==> config.mk <==
export PLATFORM = sky130hd
export DESIGN_NAME = cmp_stat_unit_flat
export DESIGN_NICKNAME = d
export VERILOG_FILES = /design/src/rtl/cmp_stat_unit_if.sv /design/src/rtl/cmp_stat_unit.sv /design/src/flat_wrapper.sv
export SDC_FILE = /design/constraint.sdc
export NUM_CORES = 1
export LEC_CHECK = 0
export BUFFER_PORTS_ARGS = -buffer_cell sky130_fd_sc_hd__buf_2
export CAP_MARGIN = 20
export CORE_MARGIN = 2
export CORE_UTILIZATION = 35
export CTS_CLUSTER_DIAMETER = 50
export DETAILED_ROUTE_END_ITERATION = 7
export HOLD_SLACK_MARGIN = 0.1
export PLACE_DENSITY = 0.57
export SETUP_SLACK_MARGIN = 0.15
export SYNTH_ARGS = -nofsm -noshare
export SYNTH_HDL_FRONTEND = slang
export SYNTH_SLANG_ARGS = --single-unit
export TNS_END_PERCENT = 50
==> constraint.sdc <==
create_clock -name clk -period 2.15 [get_ports clk]
set_clock_uncertainty 0.15 [all_clocks]
set_input_delay 0.215 -clock clk [delete_from_list [all_inputs] [get_ports clk]]
set_output_delay 0.215 -clock clk [all_outputs]
set_load 0.005 [all_outputs]
==> src/rtl/cmp_stat_unit_if.sv <==
// Sample/statistics bundle between a magnitude-comparator front end and cmp_stat_unit.
// The slave side is the statistics unit; the master side drives samples and reads counts.
interface cmp_stat_unit_if #(
  parameter int unsigned CNT_W = 8
);
  logic             in_valid;
  logic             less;
  logic             greater;
  logic             equal;
  logic             clr;
  logic [CNT_W-1:0] lt_cnt;
  logic [CNT_W-1:0] gt_cnt;
  logic [CNT_W-1:0] eq_cnt;
  logic             run_hit;
  logic [CNT_W-1:0] run_cnt;
  logic             flag_err;
  logic [1:0]       state;

  modport master (
    output in_valid, less, greater, equal, clr,
    input  lt_cnt, gt_cnt, eq_cnt, run_hit, run_cnt, flag_err, state
  );

  modport slave (
    input  in_valid, less, greater, equal, clr,
    output lt_cnt, gt_cnt, eq_cnt, run_hit, run_cnt, flag_err, state
  );
endinterface

==> src/rtl/cmp_stat_unit.sv <==
// Statistics on comparator results: saturating per-relation counts, detection of
// runs of RUN_LEN consecutive equal samples, and a sticky error for non-one-hot flags.
module cmp_stat_unit #(
  parameter int unsigned CNT_W   = 8,
  parameter int unsigned RUN_LEN = 3
) (
  input  logic           clk,
  input  logic           rst,
  cmp_stat_unit_if.slave bus
);

  localparam int unsigned LEN_W = 4;

  typedef enum logic [1:0] {
    IDLE = 2'b00,
    RUN  = 2'b01,
    HIT  = 2'b10,
    BAD  = 2'b11
  } state_t;

  state_t           st;
  logic [LEN_W-1:0] len;
  logic [CNT_W-1:0] lt_cnt_q;
  logic [CNT_W-1:0] gt_cnt_q;
  logic [CNT_W-1:0] eq_cnt_q;
  logic [CNT_W-1:0] run_cnt_q;
  logic             run_hit_q;
  logic             flag_err_q;

  logic [2:0]       flags;
  logic             legal;
  logic             eq_smp;
  logic [LEN_W-1:0] len_inc;

  // Sample decode: legal means exactly one relation flag is set.
  always_comb begin
    flags   = {bus.less, bus.greater, bus.equal};
    legal   = (flags == 3'b100) || (flags == 3'b010) || (flags == 3'b001);
    eq_smp  = bus.in_valid && legal && bus.equal;
    len_inc = len + LEN_W'(1);
  end

  always_ff @(posedge clk or posedge rst) begin
    if (rst) begin
      st         <= IDLE;
      len        <= '0;
      lt_cnt_q   <= '0;
      gt_cnt_q   <= '0;
      eq_cnt_q   <= '0;
      run_cnt_q  <= '0;
      run_hit_q  <= 1'b0;
      flag_err_q <= 1'b0;
    end else if (bus.clr) begin
      // Clear wins over any sample presented in the same cycle.
      st         <= IDLE;
      len        <= '0;
      lt_cnt_q   <= '0;
      gt_cnt_q   <= '0;
      eq_cnt_q   <= '0;
      run_cnt_q  <= '0;
      run_hit_q  <= 1'b0;
      flag_err_q <= 1'b0;
    end else begin
      run_hit_q <= 1'b0;

      if (bus.in_valid) begin
        if (legal) begin
          if (bus.less && (lt_cnt_q != '1))    lt_cnt_q <= lt_cnt_q + CNT_W'(1);
          if (bus.greater && (gt_cnt_q != '1)) gt_cnt_q <= gt_cnt_q + CNT_W'(1);
          if (bus.equal && (eq_cnt_q != '1))   eq_cnt_q <= eq_cnt_q + CNT_W'(1);
        end else begin
          flag_err_q <= 1'b1;
        end
      end

      // HIT decides its successor exactly like IDLE, so runs never overlap.
      case (st)
        IDLE, HIT: begin
          if (eq_smp) begin
            st  <= RUN;
            len <= LEN_W'(1);
          end else begin
            st  <= IDLE;
            len <= '0;
          end
        end
        RUN: begin
          if (bus.in_valid) begin
            if (eq_smp) begin
              if (32'(len_inc) == RUN_LEN) begin
                st        <= HIT;
                len       <= '0;
                run_hit_q <= 1'b1;
                if (run_cnt_q != '1) run_cnt_q <= run_cnt_q + CNT_W'(1);
              end else begin
                len <= len_inc;
              end
            end else begin
              st  <= IDLE;
              len <= '0;
            end
          end
        end
        default: begin
          st  <= IDLE;
          len <= '0;
        end
      endcase
    end
  end

  assign bus.lt_cnt   = lt_cnt_q;
  assign bus.gt_cnt   = gt_cnt_q;
  assign bus.eq_cnt   = eq_cnt_q;
  assign bus.run_cnt  = run_cnt_q;
  assign bus.run_hit  = run_hit_q;
  assign bus.flag_err = flag_err_q;
  assign bus.state    = st;

endmodule

==> src/flat_wrapper.sv <==
// flat-port wrapper written by rule: the top's interface ports become plain ports
module cmp_stat_unit_flat 
#(
  parameter int unsigned CNT_W   = 8,
  parameter int unsigned RUN_LEN = 3
)
  (clk, rst, bus_in_valid, bus_less, bus_greater, bus_equal, bus_clr, bus_lt_cnt, bus_gt_cnt, bus_eq_cnt, bus_run_hit, bus_run_cnt, bus_flag_err, bus_state);
  cmp_stat_unit_if #(.CNT_W(CNT_W)) bus_i ();
  input  logic clk;
  input  logic rst;
  input wire logic [$bits(bus_i.in_valid)-1:0] bus_in_valid;
  input wire logic [$bits(bus_i.less)-1:0] bus_less;
  input wire logic [$bits(bus_i.greater)-1:0] bus_greater;
  input wire logic [$bits(bus_i.equal)-1:0] bus_equal;
  input wire logic [$bits(bus_i.clr)-1:0] bus_clr;
  output wire logic [$bits(bus_i.lt_cnt)-1:0] bus_lt_cnt;
  output wire logic [$bits(bus_i.gt_cnt)-1:0] bus_gt_cnt;
  output wire logic [$bits(bus_i.eq_cnt)-1:0] bus_eq_cnt;
  output wire logic [$bits(bus_i.run_hit)-1:0] bus_run_hit;
  output wire logic [$bits(bus_i.run_cnt)-1:0] bus_run_cnt;
  output wire logic [$bits(bus_i.flag_err)-1:0] bus_flag_err;
  output wire logic [$bits(bus_i.state)-1:0] bus_state;
  assign bus_i.in_valid = bus_in_valid;
  assign bus_i.less = bus_less;
  assign bus_i.greater = bus_greater;
  assign bus_i.equal = bus_equal;
  assign bus_i.clr = bus_clr;
  assign bus_lt_cnt = bus_i.lt_cnt;
  assign bus_gt_cnt = bus_i.gt_cnt;
  assign bus_eq_cnt = bus_i.eq_cnt;
  assign bus_run_hit = bus_i.run_hit;
  assign bus_run_cnt = bus_i.run_cnt;
  assign bus_flag_err = bus_i.flag_err;
  assign bus_state = bus_i.state;
  cmp_stat_unit #(.CNT_W(CNT_W), .RUN_LEN(RUN_LEN)) u_core (.clk(clk), .rst(rst), .bus(bus_i));
endmodule
======== Word level (Yosys, flattened, before mapping) ========
Index checks and enable logic that the tools add are counted.
storage, ports and cells
  register bits after elaboration ......... 40
  word-level logic and storage cells ...... 88
operators by class
  reductions and logical operators ........ 24
  muxes and demuxes ....................... 38
  add/sub/neg operators ................... 5
  eq/ne operators ......................... 13
operators with widths
  cell                   count
  $mux W8                18
  $add A8 B1 Y8 const B  4
  $ne A8 B8 Y1 const B   4
  $reduce_bool A2 Y1     9
  $mux W4                4
  $mux W1                10
  $reduce_and A3 Y1      3
  $mux W2                4
  $pmux W4 S2            1
  $logic_and A1 B1 Y1    5
  $reduce_and A5 Y1      1
  $add A4 B1 Y4 const B  1
  $eq A4 B2 Y1 const B   1
  $ne A4 B4 Y1 const B   1
  $pmux W2 S2            1
  $reduce_and A2 Y1      2
  $eq A3 B1 Y1 const B   1
  $eq A3 B2 Y1 const B   1
  $eq A3 B3 Y1 const B   1
  $ne A3 B3 Y1 const B   1
  $eq A2 B1 Y1 const B   1
  $eq A2 B2 Y1 const B   1
  $logic_not A2 Y1       1
  $logic_or A1 B1 Y1     2
  other kinds (2)        2

======== Depth between registers and ports, before layout ========
  word-level depth ........................ 9
  mapped depth ............................ 7
  gate-level depth less buffers ........... 6

======== Worst setup path after synthesis ========
No wires, ideal clock.
  kind .................................... register to register
  from .................................... register u_core.len[0]
  to ...................................... register u_core.run_cnt_q[2], in the netlist u_core.bus.run_cnt[2]
  data required time ...................... 1922 ps
  stages on the path, launching flop included .. 7
  data arrival time ....................... 1744 ps
  path slack .............................. 178 ps
  path buffers ............................ 1
  cells stage by stage .................... dfrtp_1 ha_1 nor4b_2 a31oi_1 buf_6 or4_1 a21oi_1
between the ends
  word-level cells in the longest chain between the ends .. 4
RTL lines
  element                              RTL line             text
  start, declared                      cmp_stat_unit.sv:22  logic [LEN_W-1:0] len;
  start signal, assigned               cmp_stat_unit.sv:96  len <= len_inc;
  $add A4 B1 Y4                        cmp_stat_unit.sv:40  len_inc = len + LEN_W'(1);
  $eq A4 B2 Y1                         cmp_stat_unit.sv:90  if (32'(len_inc) == RUN_LEN) begin
  $reduce_bool A2 Y1 (no source line)  n/a
  $reduce_and A5 Y1 (no source line)   n/a
  end signal, assigned                 cmp_stat_unit.sv:94  if (run_cnt_q != '1) run_cnt_q <= run_cnt_q + CNT_W'(1);
  end, declared                        cmp_stat_unit.sv:26  logic [CNT_W-1:0] run_cnt_q;
Every way passes these cells.
A chain may end at the register's enable or synchronous reset.

======== Final worst setup path ========
  from .................................... input bus_in_valid
  to ...................................... register u_core.run_cnt_q[3], in the netlist u_core.bus.run_cnt[3]
between the ends
  word-level cells in the longest chain between the ends .. 4
RTL lines
  element                               RTL line             text
  start, declared                       flat_wrapper.sv:11   input wire logic [$bits(bus_i.in_valid)-1:0] bus_in_valid;
  $logic_and A1 B1 Y1 (2 in a row)      cmp_stat_unit.sv:39  eq_smp = bus.in_valid && legal && bus.equal;
  $reduce_bool A2 Y1 (no source line)   n/a
  $reduce_and A5 Y1 (no source line) *  n/a
Mark *: on every way between the ends. The rest lies on a longest branch, timed or not.

==> results.yml <==
status:
  status: "completed"
worst_setup_path:
  required_ns: 2.22
  r2r_cells: 6
  cp_slowest_cell: "dlygate4sd3_1"
  critPathBufInv: 2
  r2r_setup_slack_ns: 0.22
  critPathMaxStageDelay_ns: 0.53
  worstReg2RegEnd: "u_core.bus.run_cnt[2]"
  cp_cell_sequence: "dlygate4sd3_1, buf_2, and4bb_4, o211ai_4, or4_4, a21oi_2"
  r2r_start: "u_core.len[0]"
  critPathArrivalTime_ns: 2.02
  end_kind: "flop"
  cp-start-kind: "primary input"
  cp_top_family: "simple AND/OR/NAND/NOR gates"
  startpoint: "bus_in_valid"
  crit_path_max_fanout: 10
  path_class: "in -> reg"
timing:
  max-slew-margin-rel_pct: 65.6
  min_period_over_period_pct: 90.7
  rsz0062_at_grt: "true"
  fmax_ghz: 0.513
  tns_ns: 0
  finalHoldViolCount: 0
  hold_ws_ns: 0.168
  setup_violations: 0
  slew_viol_final: 0
  tightest_slew_ns: 0.503
  period_minus_slack_ns: 1.95
power_and_ir_drop:
  pwr-share-comb_pct: 5.4
  switching_share_pct: 22.2
  internal-power_mw: 1.07
  ir_drop_mv: 0.270
  p_per_area_nw_per_um2: 495
  leakage_nw: 1.24
  switchingPower_mw: 0.304
  pwr-share-seq_pct: 55.4
  clkPwrFrac_pct: 39.2
grt:
  grt_pass1_vias: 1924
  grt_max_degree: 41
  grtUsageTotal_pct: 15.5
  antenna_found_initial: 0
  grt-ovfl-total: 0
  grt_pass1_wl_um: 8890
floorplanning:
  core_region_area_um2: 6240
  die_area_um2: 7000
  start_util_pct: 35.6
  die_w_um: 83.7
  rows: 29
  die_h_um: 83.7
  io_pins: 43
finish:
  fillCellCount: 636
  area_growth_pct: 24.9
  regArea_um2: 1000
  nNetsFinal: 303
  final_cells: 367
  drive_gt1_share_pct: 29.0
  fin_area_um2: 2780
  diodes: 0
  multi_input_area_um2: 1210
cts:
  cts_buffers: 5
  cts_root_buffer: "clkbuf_8"
  cts.sinks: 40
  cts.clk_slew.worst_paths_ns: 0.08
  insertion_delay_ns: 0.29
  h-tree-depth: 2
  cts.path.max_buffers: 2
  cts_tree: "done"
synth:
  synth.avg_cell_area_um2: 9.62
  synth_top_area_share_pct: 45.0
  async_flop_share_pct: 100
  synth_area_leaders: "dfrtp_1 (45%), nor2_1 (4.9%), o21ai_0 (3.6%)"
  synth_top_cell_by_area: "dfrtp_1"
  ys_seq_area_share_pct: 45.0
  ys_ff_latch: 40
  synth_area_um2: 2220
  synthCells: 231
  synth_flop_cell: "dfrtp_1"
  synth_edf_count: 0
  synth_nets: 244
  synth.distinct_cells: 45
  synthTopCellsByCount: "dfrtp_1 (40), nor2_1 (29), o21ai_0 (16), a21oi_1 (14)"
  synth.most_common_cell: "dfrtp_1"
  yosysWarnings: 0
worst_hold_path:
  min_path_cells: 2
  holdCritPathClass: "in -> reg"
  hp-start: "bus_clr"
  min_to: "u_core.bus.lt_cnt[3]"
placement:
  dpl_cell_area_um2: 2580
  dp.cells: 355
  hpwl_um: 3690
  numPortBuffers: 42
  routabilityCongestion: 0.769
drt:
  avgViaCountPerCell: 5.32
  routed_wl_um: 5190
  routed-via-count: 1954
  drc_errors: 0
  ant_nets: 0
  drt-pass1-iter-count: 4
  drt_iter0_markers: 81
  avgRoutedWirePerCell_um: 14.1
job:
  maxCapViolCount: 0
## routing by layer
| layer | part of all wire, % | routed length (µm) | track usage (%) |
|---|---|---|---|
| met5 | 0 | 0 | 0 |
| met4 | 0.98 | 51 | 4.40 |
| met3 | 4.9 | 256 | 4.45 |
| met2 | 47 | 2430 | 25.2 |
| met1 | 47 | 2450 | 20.2 |
## cell usage in the layout, fill, tap and decap left out, types with 5 or more instances in the layout
cell type  synthesis  final
o21ai_0           16     16
xnor2_1            6      6
buf_2              0     42
xor2_1             8      8
inv_1             12     11
nor2_1            29     29
a21oi_1           14     11
nand2_1           12     12
buf_4              0     13
clkbuf_8           0      7
or3_1              6      5
nand3_1            9      9
dfrtp_1           40     38
nand4_1            6      6
## power by group through the flow
stage	Combinational, mW	Sequential (mW)	Clock (mW)
floorplan	0.0392	0.776	0
global placement	0.0695	0.776	0
detailed placement	0.0708	0.776	0
CTS	0.0747	0.761	0.562
global route	0.0844	0.762	0.595
finish	0.0740	0.761	0.538
## final cells by class
cell class              instances  area share, %
clock buffers                   7           3.47
inverters                      12           1.62
multi-input cells             174           43.5
flip-flops and latches         40           36.1
well taps                      77           3.47
repair buffers                 57           11.8
## state kept, by name, summed over array words and instances, names as in the netlist
signal               cells
u_core.bus.flag_err      1
u_core.bus.state         2
u_core.bus.lt_cnt        8
u_core.bus.run_cnt       8
u_core.bus.run_hit       1
u_core.bus.gt_cnt        8
u_core.len               4
u_core.bus.eq_cnt        8
## worst register-to-register path, cell delays in order, from the launching register on
cell and delay [ns]:
dfrtp_2 0.45, ha_4 0.19, nor4b_4 0.23, a31oi_1 0.07, buf_4 0.16, or4_1 0.49, a21oi_2 0.13
## timing repair
action	CTS	global route
setup endpoints to repair	2	8
pin swaps	3	5
resized for setup	6	8
hold endpoints to repair	41	0
hold buffers	2	0
setup buffers	3	0
## through the flow
| stage | power (mW) | util (%) | setup slack, ns |
|---|---|---|---|
| floorplan | 0.815 | - | 0.178 |
| global placement | 0.846 | 41.3 | 0.164 |
| global route | 1.44 | 44.5 | 0.113 |
| CTS | 1.40 | 44.0 | 0.145 |
| finish | 1.37 | 44.5 | 0.199 |
| detailed placement | 0.847 | 41.3 | 0.0681 |
## how the worst max path moves through the flow
| stage | slack (ns) | cells past startpoint | endpoint |
|---|---|---|---|
| global placement | 0.16 | 6 | u_core.bus.run_cnt[3] |
| global route | 0.11 | 7 | u_core.bus.run_cnt[2] |
| CTS | 0.14 | 7 | u_core.bus.run_cnt[3] |
| floorplan | 0.18 | 6 | u_core.bus.run_cnt[2] |
| detailed placement | 0.07 | 6 | u_core.bus.run_cnt[3] |
| finish | 0.20 | 6 | u_core.bus.run_cnt[3] |
## logic make-up after synthesis
logic type / Yosys count / synth area share, %
AOI/OAI and AO/OA: 59 / 18.4
xor gates and xnor gates: 14 / 5.52
adders and majority gates: 6 / 3.38
buffers and inverters: 17 / 3.21
DFF: 40 / 45.0
muxes: 5 / 2.36
and+or+nand+nor: 90 / 22.1
(Power assumes the default switching activity.)
